File: src/rtl/seq_pkg.sv
// Shared definitions for the pattern memory, sequence reader and game controller.
// Holds memory geometry, the reader FSM encoding and the length clamp helper.
package seq_pkg;

    localparam int MEM_DEPTH = 32;
    localparam int ADDR_W    = 5;
    localparam int DATA_W    = 8;
    localparam int LEN_W     = 6;

    typedef enum logic [2:0] {
        S_IDLE,
        S_READ,
        S_WAIT,
        S_PRESENT,
        S_GAP
    } state_t;

    // A run can never be longer than the memory itself.
    function automatic logic [LEN_W-1:0] clamp_len(
        input logic [LEN_W-1:0] len
    );
        if (len > LEN_W'(MEM_DEPTH))
            return LEN_W'(MEM_DEPTH);
        return len;
    endfunction

endpackage

File: src/rtl/seq_reader_if.sv
// Valid/ready entry stream from the sequence reader to the playback logic.
// master: o_Data/o_Valid/o_Last out, i_Ready in; slave: the reverse.
interface seq_reader_if
    import seq_pkg::*;
();

    logic [DATA_W-1:0] o_Data;
    logic              o_Valid;
    logic              o_Last;
    logic              i_Ready;

    modport master (
        output o_Data,
        output o_Valid,
        output o_Last,
        input  i_Ready
    );

    modport slave (
        input  o_Data,
        input  o_Valid,
        input  o_Last,
        output i_Ready
    );

endinterface

File: src/rtl/seq_reader_gap_timer.sv
// gap_timer: loadable down-counter with load, enable and a zero flag.
// Ports: i_Clk, i_Rst_L, i_Load/i_Value (load), i_En (count down), o_Zero.
module gap_timer #(
    parameter int W = 16
) (
    input  logic         i_Clk,
    input  logic         i_Rst_L,
    input  logic         i_Load,
    input  logic [W-1:0] i_Value,
    input  logic         i_En,
    output logic         o_Zero
);

    logic [W-1:0] count;

    always_ff @(posedge i_Clk or negedge i_Rst_L) begin
        if (!i_Rst_L)
            count <= '0;
        else if (i_Load)
            count <= i_Value;
        else if (i_En && count != '0)
            count <= count - 1'b1;
    end

    assign o_Zero = (count == '0);

endmodule

File: src/rtl/seq_reader.sv
// seq_reader: drains a run of pattern-memory entries onto a valid/ready stream.
// Ports: i_Clk, i_Rst_L, i_Start/i_Base/i_Length/i_Abort, read port, stream, o_Busy, o_Done.
module seq_reader
    import seq_pkg::*;
#(
    parameter int GAP_CYCLES = 0,
    parameter int GAP_W      = 16
) (
    input  logic              i_Clk,
    input  logic              i_Rst_L,
    input  logic              i_Start,
    input  logic [ADDR_W-1:0] i_Base,
    input  logic [LEN_W-1:0]  i_Length,
    input  logic              i_Abort,
    output logic              o_r_en,
    output logic [ADDR_W-1:0] o_r_addr,
    input  logic [DATA_W-1:0] i_r_data,
    seq_reader_if.master      stream,
    output logic              o_Busy,
    output logic              o_Done
);

    localparam bit HAS_GAP = (GAP_CYCLES != 0);
    // The timer is loaded on the transfer edge, so GAP spans value+1 cycles.
    localparam logic [GAP_W-1:0] GAP_LOAD =
        GAP_W'(HAS_GAP ? GAP_CYCLES - 1 : 0);

    state_t            state_q, state_d;
    logic [ADDR_W-1:0] base_q, base_d;
    logic [LEN_W-1:0]  len_q, len_d;
    logic [LEN_W-1:0]  idx_q, idx_d;
    logic [DATA_W-1:0] data_d;
    logic              last_d;
    logic              done_d;
    logic              xfer;
    logic              gap_load;
    logic              gap_en;
    logic              gap_zero;

    gap_timer #(.W(GAP_W)) u_gap (
        .i_Clk   (i_Clk),
        .i_Rst_L (i_Rst_L),
        .i_Load  (gap_load),
        .i_Value (GAP_LOAD),
        .i_En    (gap_en),
        .o_Zero  (gap_zero)
    );

    assign xfer = stream.o_Valid && stream.i_Ready;

    always_comb begin
        state_d  = state_q;
        base_d   = base_q;
        len_d    = len_q;
        idx_d    = idx_q;
        data_d   = stream.o_Data;
        last_d   = stream.o_Last;
        done_d   = 1'b0;
        gap_load = 1'b0;
        gap_en   = 1'b0;

        unique case (state_q)
            S_IDLE: begin
                if (i_Start && !i_Abort) begin
                    base_d = i_Base;
                    len_d  = clamp_len(i_Length);
                    idx_d  = '0;
                    if (len_d == '0)
                        done_d = 1'b1;
                    else
                        state_d = S_READ;
                end
            end
            S_READ: state_d = S_WAIT;
            S_WAIT: begin
                data_d  = i_r_data;
                last_d  = (idx_q == len_q - 1'b1);
                state_d = S_PRESENT;
            end
            S_PRESENT: begin
                if (xfer) begin
                    if (stream.o_Last) begin
                        state_d = S_IDLE;
                        done_d  = 1'b1;
                    end else begin
                        idx_d = idx_q + 1'b1;
                        if (HAS_GAP) begin
                            state_d  = S_GAP;
                            gap_load = 1'b1;
                        end else begin
                            state_d = S_READ;
                        end
                    end
                end
            end
            S_GAP: begin
                gap_en = 1'b1;
                if (gap_zero)
                    state_d = S_READ;
            end
            default: state_d = S_IDLE;
        endcase

        // Abort beats any transfer in the same cycle.
        if (i_Abort && state_q != S_IDLE) begin
            state_d = S_IDLE;
            done_d  = 1'b0;
        end
    end

    always_ff @(posedge i_Clk or negedge i_Rst_L) begin
        if (!i_Rst_L) begin
            state_q        <= S_IDLE;
            base_q         <= '0;
            len_q          <= '0;
            idx_q          <= '0;
            o_r_en         <= 1'b0;
            o_r_addr       <= '0;
            stream.o_Data  <= '0;
            stream.o_Valid <= 1'b0;
            stream.o_Last  <= 1'b0;
            o_Busy         <= 1'b0;
            o_Done         <= 1'b0;
        end else begin
            state_q        <= state_d;
            base_q         <= base_d;
            len_q          <= len_d;
            idx_q          <= idx_d;
            o_r_en         <= (state_d == S_READ);
            // 5-bit sum wraps the run around the end of memory.
            if (state_d == S_READ)
                o_r_addr <= base_d + idx_d[ADDR_W-1:0];
            stream.o_Data  <= data_d;
            stream.o_Valid <= (state_d == S_PRESENT);
            stream.o_Last  <= last_d;
            o_Busy         <= (state_d != S_IDLE);
            o_Done         <= done_d;
        end
    end

endmodule
File: src/flat_wrapper.sv
// flat-port wrapper written by rule: the top's interface ports become plain ports
module seq_reader_flat import seq_pkg::*;
#(
    parameter int GAP_CYCLES = 0,
    parameter int GAP_W      = 16
)
  (i_Clk, i_Rst_L, i_Start, i_Base, i_Length, i_Abort, o_r_en, o_r_addr, i_r_data, o_Busy, o_Done, stream_o_Data, stream_o_Valid, stream_o_Last, stream_i_Ready);
  seq_reader_if stream_i ();
  input  logic i_Clk;
  input  logic i_Rst_L;
  input  logic i_Start;
  input  logic [ADDR_W-1:0] i_Base;
  input  logic [LEN_W-1:0] i_Length;
  input  logic i_Abort;
  output logic o_r_en;
  output logic [ADDR_W-1:0] o_r_addr;
  input  logic [DATA_W-1:0] i_r_data;
  output logic o_Busy;
  output logic o_Done;
  output wire logic [$bits(stream_i.o_Data)-1:0] stream_o_Data;
  output wire logic [$bits(stream_i.o_Valid)-1:0] stream_o_Valid;
  output wire logic [$bits(stream_i.o_Last)-1:0] stream_o_Last;
  input wire logic [$bits(stream_i.i_Ready)-1:0] stream_i_Ready;
  assign stream_o_Data = stream_i.o_Data;
  assign stream_o_Valid = stream_i.o_Valid;
  assign stream_o_Last = stream_i.o_Last;
  assign stream_i.i_Ready = stream_i_Ready;
  seq_reader #(.GAP_CYCLES(GAP_CYCLES), .GAP_W(GAP_W)) u_core (.i_Clk(i_Clk), .i_Rst_L(i_Rst_L), .i_Start(i_Start), .i_Base(i_Base), .i_Length(i_Length), .i_Abort(i_Abort), .o_r_en(o_r_en), .o_r_addr(o_r_addr), .i_r_data(i_r_data), .stream(stream_i), .o_Busy(o_Busy), .o_Done(o_Done));
endmodule
File: config.mk
export PLATFORM = sky130hd
export DESIGN_NAME = seq_reader_flat
export DESIGN_NICKNAME = d
export VERILOG_FILES = /design/src/rtl/seq_pkg.sv /design/src/rtl/seq_reader_if.sv /design/src/rtl/seq_reader_gap_timer.sv /design/src/rtl/seq_reader.sv /design/src/flat_wrapper.sv
export SDC_FILE = /design/constraint.sdc
export NUM_CORES = 1
export LEC_CHECK = 0
export BUFFER_PORTS_ARGS = -buffer_cell sky130_fd_sc_hd__buf_2
export CORE_ASPECT_RATIO = 0.9
export CORE_UTILIZATION = 48
export CTS_CLUSTER_DIAMETER = 40
export CTS_CLUSTER_SIZE = 16
export DETAILED_ROUTE_END_ITERATION = 16
export PLACE_DENSITY = 0.71
export SETUP_SLACK_MARGIN = 0.15
export SYNTH_ARGS = -nofsm -noshare
export SYNTH_HDL_FRONTEND = slang
export SYNTH_HIERARCHICAL = 1
export SYNTH_SLANG_ARGS = --single-unit
export TNS_END_PERCENT = 50
File: constraint.sdc
create_clock -name i_Clk -period 2.8 [get_ports i_Clk]
set_input_delay 0.14 -clock i_Clk [delete_from_list [all_inputs] [get_ports i_Clk]]
set_output_delay 0.14 -clock i_Clk [all_outputs]
set_load 0.02 [all_outputs]
==> results of run 1 <==
## worst min-delay path by stage
stage                 from                      end  depth (start not counted)
2_1_floorplan      i_Rst_L         u_core/base_q[0]                          0
4_1_cts        i_r_data[1]  u_core/stream.o_Data[1]                          2
6_report       i_r_data[4]  u_core/stream.o_Data[4]                          2
3_3_place_gp       i_Rst_L   u_core/u_gap/count[15]                          1
5_1_grt        i_r_data[1]  u_core/stream.o_Data[1]                          2
3_5_place_dp       i_Rst_L   u_core/u_gap/count[15]                          1
## synthesized netlist by cell type (2+ instances only)
library cell / count / area, sq um
o21ai_0: 11 / 55.1
a31oi_1: 8 / 50.1
and4bb_2: 2 / 25.0
nor3_2: 2 / 20.0
a21o_1: 2 / 15.0
nor4b_1: 2 / 17.5
o31ai_1: 2 / 15.0
mux2i_1: 5 / 50.1
ha_1: 7 / 87.6
xor2_1: 2 / 17.5
nand3_1: 6 / 30.0
and3_1: 2 / 12.5
clkbuf_1: 7 / 26.3
inv_1: 14 / 52.6
or4_1: 6 / 45.0
nand4_1: 7 / 43.8
a22oi_1: 2 / 15.0
a21oi_1: 12 / 60.1
o41ai_1: 2 / 17.5
nor4_2: 3 / 37.5
nand3b_1: 3 / 22.5
nor4_1: 3 / 18.8
nor2_1: 21 / 78.8
nand4b_1: 3 / 26.3
xnor2_1: 9 / 78.8
nor3_1: 8 / 40.0
and2_1: 3 / 18.8
dfrtp_1: 54 / 1350
nand2b_1: 5 / 31.3
nor2b_1: 4 / 25.0
or3_1: 3 / 18.8
mux2_2: 11 / 124
o21ai_1: 6 / 30.0
mux2_4: 5 / 75.1
nand2_1: 33 / 124
## kinds of logic after synthesis
logic type | Yosys count
flip-flops | 54
AO/OA/AOI/OAI | 53
multiplexers | 22
other | 1
AND/OR/NAND/NOR | 122
adder cells (fa/ha/maj) | 9
buffers and inverters | 23
XOR/XNOR | 12
## worst register-to-register path, cell delays in order (launching register included)
cell	delay (ns)
dfrtp_2	0.43
nand4_1	0.18
nor3_4	0.19
nor2_2	0.08
mux2_2	0.28
ha_1	0.22
fa_2	0.36
a21o_1	0.18
a21oi_1	0.15
xor3_1	0.23
a31oi_1	0.17
## cell usage in the layout, fill, tap and decap left out, types with 11 or more instances in the layout
master | netlist | routed
buf_2 | 0 | 41
inv_1 | 14 | 14
conb_1 | 1 | 17
dfrtp_1 | 54 | 52
mux2_2 | 11 | 11
nor2_1 | 21 | 18
buf_4 | 1 | 14
o21ai_0 | 11 | 11
a21oi_1 | 12 | 12
nand2_1 | 33 | 33
## flip-flops by register name, indices dropped and copies added, names as in the netlist
name                   flops
u_core/idx_q               6
u_core/o_Busy              1
u_core/base_q              5
u_core/stream.o_Data       8
u_core/stream.o_Last       1
u_core/o_Done              1
u_core/state_q             3
u_core/o_r_en              1
u_core/o_r_addr            5
u_core/stream.o_Valid      1
u_core/len_q               6
u_core/u_gap/count        16
## per-stage QoR
step	instance area, sq um	hold slack (ns)	power [W]
floorplan	3090	-0.156	0.00198
global placement	3410	0.247	0.00226
detailed placement	3410	0.249	0.00229
CTS	3540	0.0434	0.00285
global route	3560	0.0411	0.00302
finish	3560	0.0529	0.00284
## power by group
group | internal [W] | switching (W) | leakage [nW] | total [W]
Combinational | 0.000535 | 0.000613 | 0.909 | 0.00115
Sequential | 0.00100 | 0.000155 | 0.666 | 0.00116
Clock | 0.000268 | 0.000260 | 0.0585 | 0.000528
Total | 0.00181 | 0.00103 | 1.63 | 0.00284
## layout make-up
class	instances	area share
clock buffer	5	0.0193
clock inverter	3	0.0123
inverter	14	0.0147
multi-input combinational	235	0.459
sequential	54	0.380
tap	70	0.0246
timing repair buffer	56	0.0899
## metal layers
layer  GRT usage  part of all wire  up-vias
met2       0.313              0.43       61
met5           0                 0        -
met4      0.0633             0.012        0
met3      0.0571             0.059        7
met1       0.294              0.50     1106
li1            -                 -     1191
## what timing repair did
item / CTS / global route
hold endpoints to repair: 32 / 0
pin swaps: 0 / 2
cloned: 0 / 0
gates resized for setup: 1 / 3
setup endpoints to repair: 1 / 5
setup buffers: 1 / 1
hold buffers: 1 / 0
==> results.py, run 1 <==
metrics = {
    "global_routing": {
        "antenna_found_initial": 0,
        "grt_pass1_wl_um": 10700,
        "grt_max_degree": 34,
        "grt_pass1_vias": 2263,
        "track_usage": 0.208,
        "grt-ovfl-total": 0,
    },
    "worst_setup_path": {
        "cp_top_family": "adder cells",
        "max_stage_delay_ns": 0.43,
        "required_ns": 3.04,
        "startpoint": "u_core/state_q[1]",
        "path_buf_inv": 0,
        "crit_cells": 10,
        "timing.rr.start": "u_core/state_q[1]",
        "start_kind": "register",
        "cp_slowest_cell": "dfrtp_2",
        "path_cells": "nand4_1 > nor3_4 > nor2_2 > mux2_2 > ha_1 > fa_2 > a21o_1 > a21oi_1 > xor3_1 > a31oi_1",
        "crit_type": "register to register",
        "cp-end-kind": "register",
        "worst-endpoint-arrival_ns": 2.77,
        "path_max_fanout": 6,
        "endpoint": "u_core/o_r_addr[4]",
        "ff2ff_setup_slack_ns": 0.27,
        "r2r_cells": 10,
        "r2r_end": "u_core/o_r_addr[4]",
    },
    "clock_tree": {
        "cts_buffers": 5,
        "cts.clk_slew.worst_paths_ns": 0.10,
        "clk_latency_ns": 0.31,
        "clkSinkCount": 54,
        "h-tree-depth": 2,
        "root_buffer": "clkbuf_8",
        "cts_tree": "yes",
        "clockBufferDepth": 2,
    },
    "cells_and_area": {
        "syn_to_final_growth_pct": 18.9,
        "final_layout_size_suffix_gt1_frac": 0.275,
        "n_antenna_cell": 0,
        "num-fill-cells": 506,
        "fin_util": 0.609,
        "multi_input_area_sq_um": 1640,
        "seq_area_sq_um": 1350,
        "fin_nets": 398,
        "stdcell_count": 437,
    },
    "drt": {
        "final_antenna_net_count": 0,
        "num_vias": 2365,
        "wl_per_cell_um": 14.1,
        "dr.pass1.iters": 4,
        "via_per_inst": 5.41,
        "wl_um": 6150,
        "first_iter_violations": 138,
        "drc": 0,
    },
    "die": {
        "die_w_um": 85.3,
        "die_y_um": 77.0,
        "start_util": 0.512,
        "core_sq_um": 5860,
        "die_area_sq_um": 6570,
        "ios": 42,
        "rows": 26,
    },
    "synth": {
        "synthCells": 296,
        "synth_compound_area_frac": 0.116,
        "ys_warn_count": 6,
        "async_flop_share": 1.00,
        "synth_flop_cell": "dfrtp_1",
        "synth_xor_area_frac": 0.0401,
        "synth.distinct_cells": 56,
        "yosys.area_share.simple": 0.233,
        "syn_area_sq_um": 3000,
        "synthAdderAreaFrac": 0.0396,
        "ys_seq_area_frac": 0.451,
        "synth_top_family_by_area": "simple AND/OR/NAND/NOR gates",
        "avgSynthCellArea_sq_um": 10.1,
        "synth_edf_count": 0,
        "synthMuxAreaShare": 0.0868,
        "ys_seq_elements": 54,
    },
    "sta": {
        "slew_viol_final": 0,
        "tns_ns": 0,
        "setup_slack_ns": 0.271,
        "clock_skew_ns": 0.00812,
        "max_slew_margin": 0.509,
        "setup_viol_count_final": 0,
        "period_minus_slack_ns": 2.53,
        "finalHoldViolations": 0,
        "tightestPinTransition_ns": 0.736,
        "rsz0062_at_grt": "true",
        "period_share": 0.903,
        "fmax_mhz": 395,
    },
    "placement": {
        "dpl_worst_slack_ns": 0.147,
        "hpwl_um": 4590,
        "dp_cells": 426,
        "port-buffer-count": 41,
        "gp_congestion": 0.817,
    },
    "hold_path": {
        "hold_class": "primary input to register",
    },
    "power": {
        "power_per_cell_area_nw_per_um2": 796,
        "p_leak_nw": 1.63,
        "peakVddDrop_mv": 0.497,
    },
    "job": {
        "max_cap_violations": 0,
    },
    "run_status": {
        "status": "completed",
    },
}
No activity file was read; power rests on OpenSTA's default activity.
==> run 2, diff against run 1 <==
Settings changed: CORE_UTILIZATION 48 to 40, PLACE_DENSITY 0.71 to default.
==> results.py, run 2 (same netlist as run 1, synthesis figures left out) <==
metrics = {
    "placement": {
        "gp_congestion": 0.809,
        "dpl_worst_slack_ns": 0.121,
        "port-buffer-count": 41,
        "hpwl_um": 4730,
        "place_area_sq_um": 3460,
        "dp_cells": 451,
    },
    "clock_tree": {
        "cts_tree": "yes",
        "clk_latency_ns": 0.31,
        "cts.clk_slew.worst_paths_ns": 0.11,
        "clkSinkCount": 54,
        "clockBufferDepth": 2,
        "root_buffer": "clkbuf_8",
        "cts_buffers": 5,
        "h-tree-depth": 2,
    },
    "worst_setup_path": {
        "path_buf_inv": 0,
        "max_stage_delay_ns": 0.42,
        "cp_top_family": "adder cells",
        "worst-endpoint-arrival_ns": 2.74,
        "startpoint": "u_core/state_q[0]",
        "start_kind": "register",
        "cp-end-kind": "register",
        "ff2ff_setup_slack_ns": 0.29,
        "path_max_fanout": 4,
        "cp_slowest_cell": "dfrtp_1",
        "timing.rr.start": "u_core/state_q[0]",
        "required_ns": 3.03,
        "crit_type": "register to register",
        "path_cells": "nand4_1 > nor3_4 > nor2_2 > mux2_2 > ha_2 > fa_2 > a21o_1 > a21oi_2 > xor3_1 > a31oi_1",
    },
    "sta": {
        "tns_ns": 0,
        "setup_slack_ns": 0.290,
        "slew_viol_final": 0,
        "clock_skew_ns": 0.0119,
        "finalHoldViolations": 0,
        "fmax_mhz": 398,
        "rsz0062_at_grt": "true",
        "period_share": 0.897,
        "tightestPinTransition_ns": 0.786,
        "max_slew_margin": 0.476,
        "setup_viol_count_final": 0,
        "period_minus_slack_ns": 2.51,
    },
    "hold_path": {
        "hold_class": "primary input to register",
        "hold_start": "i_r_data[7]",
    },
    "die": {
        "die_w_um": 93.3,
        "die_area_sq_um": 7850,
        "die_y_um": 84.1,
        "ios": 42,
        "start_util": 0.419,
        "rows": 29,
        "core_sq_um": 7150,
    },
    "cells_and_area": {
        "largest_reg_flops": 16,
        "n_antenna_cell": 0,
        "fin_area_sq_um": 3600,
        "stdcell_count": 463,
        "reg_top3": "u_core/u_gap/count x16, u_core/stream.o_Data x8",
        "fin_nets": 401,
        "layout_common_cells": "dfrtp_1 (53), buf_2 (41), nand2_1 (33), nor2_1 (18)",
        "final_common_cell": "dfrtp_1",
        "final_layout_size_suffix_gt1_frac": 0.284,
        "syn_to_final_growth_pct": 20.2,
        "top_register": "u_core/u_gap/count",
    },
    "run_status": {
        "status": "completed",
    },
    "global_routing": {
        "antenna_found_initial": 0,
        "grt_pass1_vias": 2242,
        "grt_pass1_wl_um": 11000,
        "track_usage": 0.179,
        "grt-ovfl-total": 0,
        "grt_max_degree": 36,
    },
    "drt": {
        "top_layer_used": "met4",
        "wl_per_cell_um": 13.8,
        "dr.pass1.iters": 4,
        "first_iter_violations": 200,
        "via_per_inst": 5.05,
        "route.met3.wl_um": 184,
        "drc": 0,
        "wl_met2_um": 2710,
        "final_antenna_net_count": 0,
        "drt-met1-wl_um": 3450,
        "num_vias": 2339,
        "wl_um": 6410,
    },
    "job": {
        "max_cap_violations": 0,
    },
    "power": {
        "power_per_cell_area_nw_per_um2": 770,
        "peakVddDrop_mv": 0.438,
        "p_leak_nw": 1.64,
    },
}
## run 2: cell types whose count changed in the layout (fill, tap and decap cells not counted), sizes merged
cell and change:
buf +3, clkbuf +1, clkinvlp +1, bufinv -1, clkinv -1
## run 2: layer usage
metal  vias to the layer above  track usage
li1                       1197            -
met1                      1091        0.286
met2                        47        0.249
met3                         4       0.0245
met4                         0       0.0545
met5                         -            0
## run 2: worst paths after layout
path	end	cells past startpoint
setup / recovery	u_core/o_r_addr[4]	10
hold / removal	u_core/stream.o_Data[7]	2
setup reg to reg	u_core/o_r_addr[4]	10
hold reg to reg	u_core/base_q[0]	2
max in group asynchronous	u_core/idx_q[3]	3
min in group asynchronous	u_core/u_gap/count[7]	2
## run 2: repair_timing
| action | CTS | global route |
|---|---|---|
| hold buffers | 1 | 0 |
| resized for setup | 0 | 4 |
| endpoints found under the hold margin | 33 | 0 |
| pin swaps | 0 | 3 |
| cloned | 0 | 0 |
| endpoints found under the setup margin | 1 | 1 |
| buffers inserted | 2 | 1 |
## run 2: per-stage QoR
step                       util  hold WS [ns]  power [W]
final                     0.504        0.0547    0.00277
after global routing      0.504        0.0458    0.00296
after CTS                 0.502        0.0384    0.00279
after detailed placement  0.484         0.278    0.00229
after global placement    0.484         0.273    0.00227
after floorplan               -        -0.156    0.00198
## run 2: layout make-up
class,count,area (sq um)
timing repair buffer,59,343
multi-input combinational,235,1640
fill,655,3540
clock buffer,6,82.6
clock inverter,2,16.3
tap,93,116
sequential,54,1350
inverter,14,52.6
## run 2: power breakdown
group          switching, W  total, W  internal (W)
combinational      0.000609   0.00115      0.000539
clock              0.000269  0.000473      0.000204
sequential         0.000150   0.00115       0.00100
total               0.00103   0.00277       0.00175
==> run 3, diff against run 2 <==
Settings changed: CTS_BUF_LIST from default to sky130_fd_sc_hd__clkbuf_16.
==> results.py, run 3 (same netlist as run 1, synthesis figures left out) <==
metrics = {
    "run_status": {
        "status": "completed",
    },
    "drt": {
        "via_per_inst": 5.11,
        "wl_um": 6450,
        "dr.pass1.iters": 4,
        "first_iter_violations": 226,
        "wl_per_cell_um": 13.9,
        "num_vias": 2364,
        "drc": 0,
        "final_antenna_net_count": 0,
    },
    "clock_tree": {
        "root_buffer": "clkbuf_16",
        "cts_buffers": 5,
        "h-tree-depth": 2,
        "clockBufferDepth": 2,
        "clkSinkCount": 54,
        "cts.clk_slew.worst_paths_ns": 0.07,
        "cts_tree": "yes",
        "clk_latency_ns": 0.29,
    },
    "placement": {
        "hpwl_um": 4730,
        "place_area_sq_um": 3460,
        "port-buffer-count": 41,
        "gp_congestion": 0.809,
    },
    "cells_and_area": {
        "final_common_cell": "dfrtp_1",
        "syn_to_final_growth_pct": 22.0,
        "final_layout_size_suffix_gt1_frac": 0.281,
        "fin_area_sq_um": 3660,
        "n_antenna_cell": 0,
        "layout_common_cells": "dfrtp_1 (53), buf_2 (41), nand2_1 (33), nor2_1 (18)",
        "fin_nets": 401,
        "reg_top3": "u_core/u_gap/count x16, u_core/stream.o_Data x8",
        "largest_reg_flops": 16,
        "top_register": "u_core/u_gap/count",
        "fin_util": 0.511,
    },
    "global_routing": {
        "grt-ovfl-total": 0,
        "antenna_found_initial": 0,
        "grt_pass1_wl_um": 11200,
        "track_usage": 0.181,
        "grt_max_degree": 36,
        "grt_pass1_vias": 2261,
    },
    "worst_setup_path": {
        "start_kind": "register",
        "crit_type": "register to register",
        "cp-end-kind": "register",
        "r2r_end": "u_core/o_r_addr[4]",
        "ff2ff_setup_slack_ns": 0.30,
        "required_ns": 3.02,
        "worst-endpoint-arrival_ns": 2.71,
        "path_max_fanout": 7,
        "endpoint": "u_core/o_r_addr[4]",
        "r2r_cells": 10,
        "timing.rr.start": "u_core/state_q[2]",
        "startpoint": "u_core/state_q[2]",
    },
    "sta": {
        "max_slew_margin": 0.480,
        "tightestPinTransition_ns": 0.781,
        "fmax_mhz": 400,
        "slew_viol_final": 0,
        "clock_skew_ns": 0.00506,
        "setup_viol_count_final": 0,
        "period_minus_slack_ns": 2.50,
        "period_share": 0.893,
        "finalHoldViolations": 0,
        "tns_ns": 0,
        "rsz0062_at_grt": "false",
    },
    "die": {
        "start_util": 0.419,
        "core_sq_um": 7150,
        "rows": 29,
        "die_y_um": 84.1,
        "ios": 42,
        "die_w_um": 93.3,
        "die_area_sq_um": 7850,
    },
    "power": {
        "seq_power_share": 0.394,
        "clockPowerShare": 0.213,
        "internal-power_w": 0.00188,
        "combPwrFrac": 0.393,
        "p_leak_nw": 1.66,
        "power_per_cell_area_nw_per_um2": 800,
        "peakVddDrop_mv": 0.506,
        "switching_share": 0.359,
        "power_w": 0.00293,
        "switchingPower_w": 0.00105,
    },
    "hold_path": {
        "hold_path_depth": 3,
        "hold_class": "primary input to register",
    },
    "job": {
        "max_cap_violations": 0,
    },
}
run 3: repair_timing:
action	CTS	global route
gates resized for setup	0	5
endpoints found under the hold margin	33	0
buffers inserted	2	1
endpoints found under the setup margin	1	1
hold buffers	1	0
pin swaps	0	3
run 3: metal layers:
metal | track usage | wire length (um) | vias to the layer above
met5 | 0 | 0 | -
met4 | 0.0378 | 50 | 0
met3 | 0.0380 | 253 | 4
met2 | 0.257 | 2700 | 46
met1 | 0.284 | 3460 | 1104
li1 | - | - | 1210
run 3: final cells by class:
cell class              count  area (sq um)
well taps                  93           116
flip-flops and latches     54          1350
repair buffers             59           343
clock inverters             3          20.0
fillers                   651          3490
multi-input cells         235          1650
inverters                  14          52.6
clock buffers               5           125
run 3: how the worst min path moves through the flow:
stage	start	to	slack, ns
2_1_floorplan	i_Rst_L	u_core/base_q[0]	-0.16
3_3_place_gp	i_Rst_L	u_core/u_gap/count[7]	0.27
3_5_place_dp	i_Rst_L	u_core/u_gap/count[8]	0.28
4_1_cts	i_Base[0]	u_core/base_q[0]	0.07
5_1_grt	i_r_data[2]	u_core/stream.o_Data[2]	0.07
6_report	i_Base[0]	u_core/base_q[0]	0.07
run 3: metrics by stage:
stage	std cells	setup WS [ns]	hold WS, ns
6_report	463	0.300	0.0738
5_1_grt	463	0.158	0.0703
4_1_cts	462	0.166	0.0652
3_5_place_dp	451	0.121	0.278
3_3_place_gp	451	0.225	0.273
2_1_floorplan	312	0.156	-0.156
run 3: worst max-delay path, cell delays in order, from the launching register on:
cell and delay (ns):
dfrtp_1 0.41, buf_4 0.18, nor3_4 0.19, nor2_2 0.07, mux2_2 0.29, ha_2 0.19, fa_2 0.36, a21o_1 0.20
a21oi_2 0.13, xor3_1 0.22, a31oi_1 0.17
run 3: power groups by stage:
stage                     clock network [W]  logic [W]  registers, W
after floorplan                           0   0.000692       0.00129
after global placement                    0    0.00111       0.00117
after detailed placement                  0    0.00111       0.00117
after CTS                          0.000639    0.00115       0.00115
after global routing               0.000661    0.00127       0.00119
final                              0.000622    0.00115       0.00115
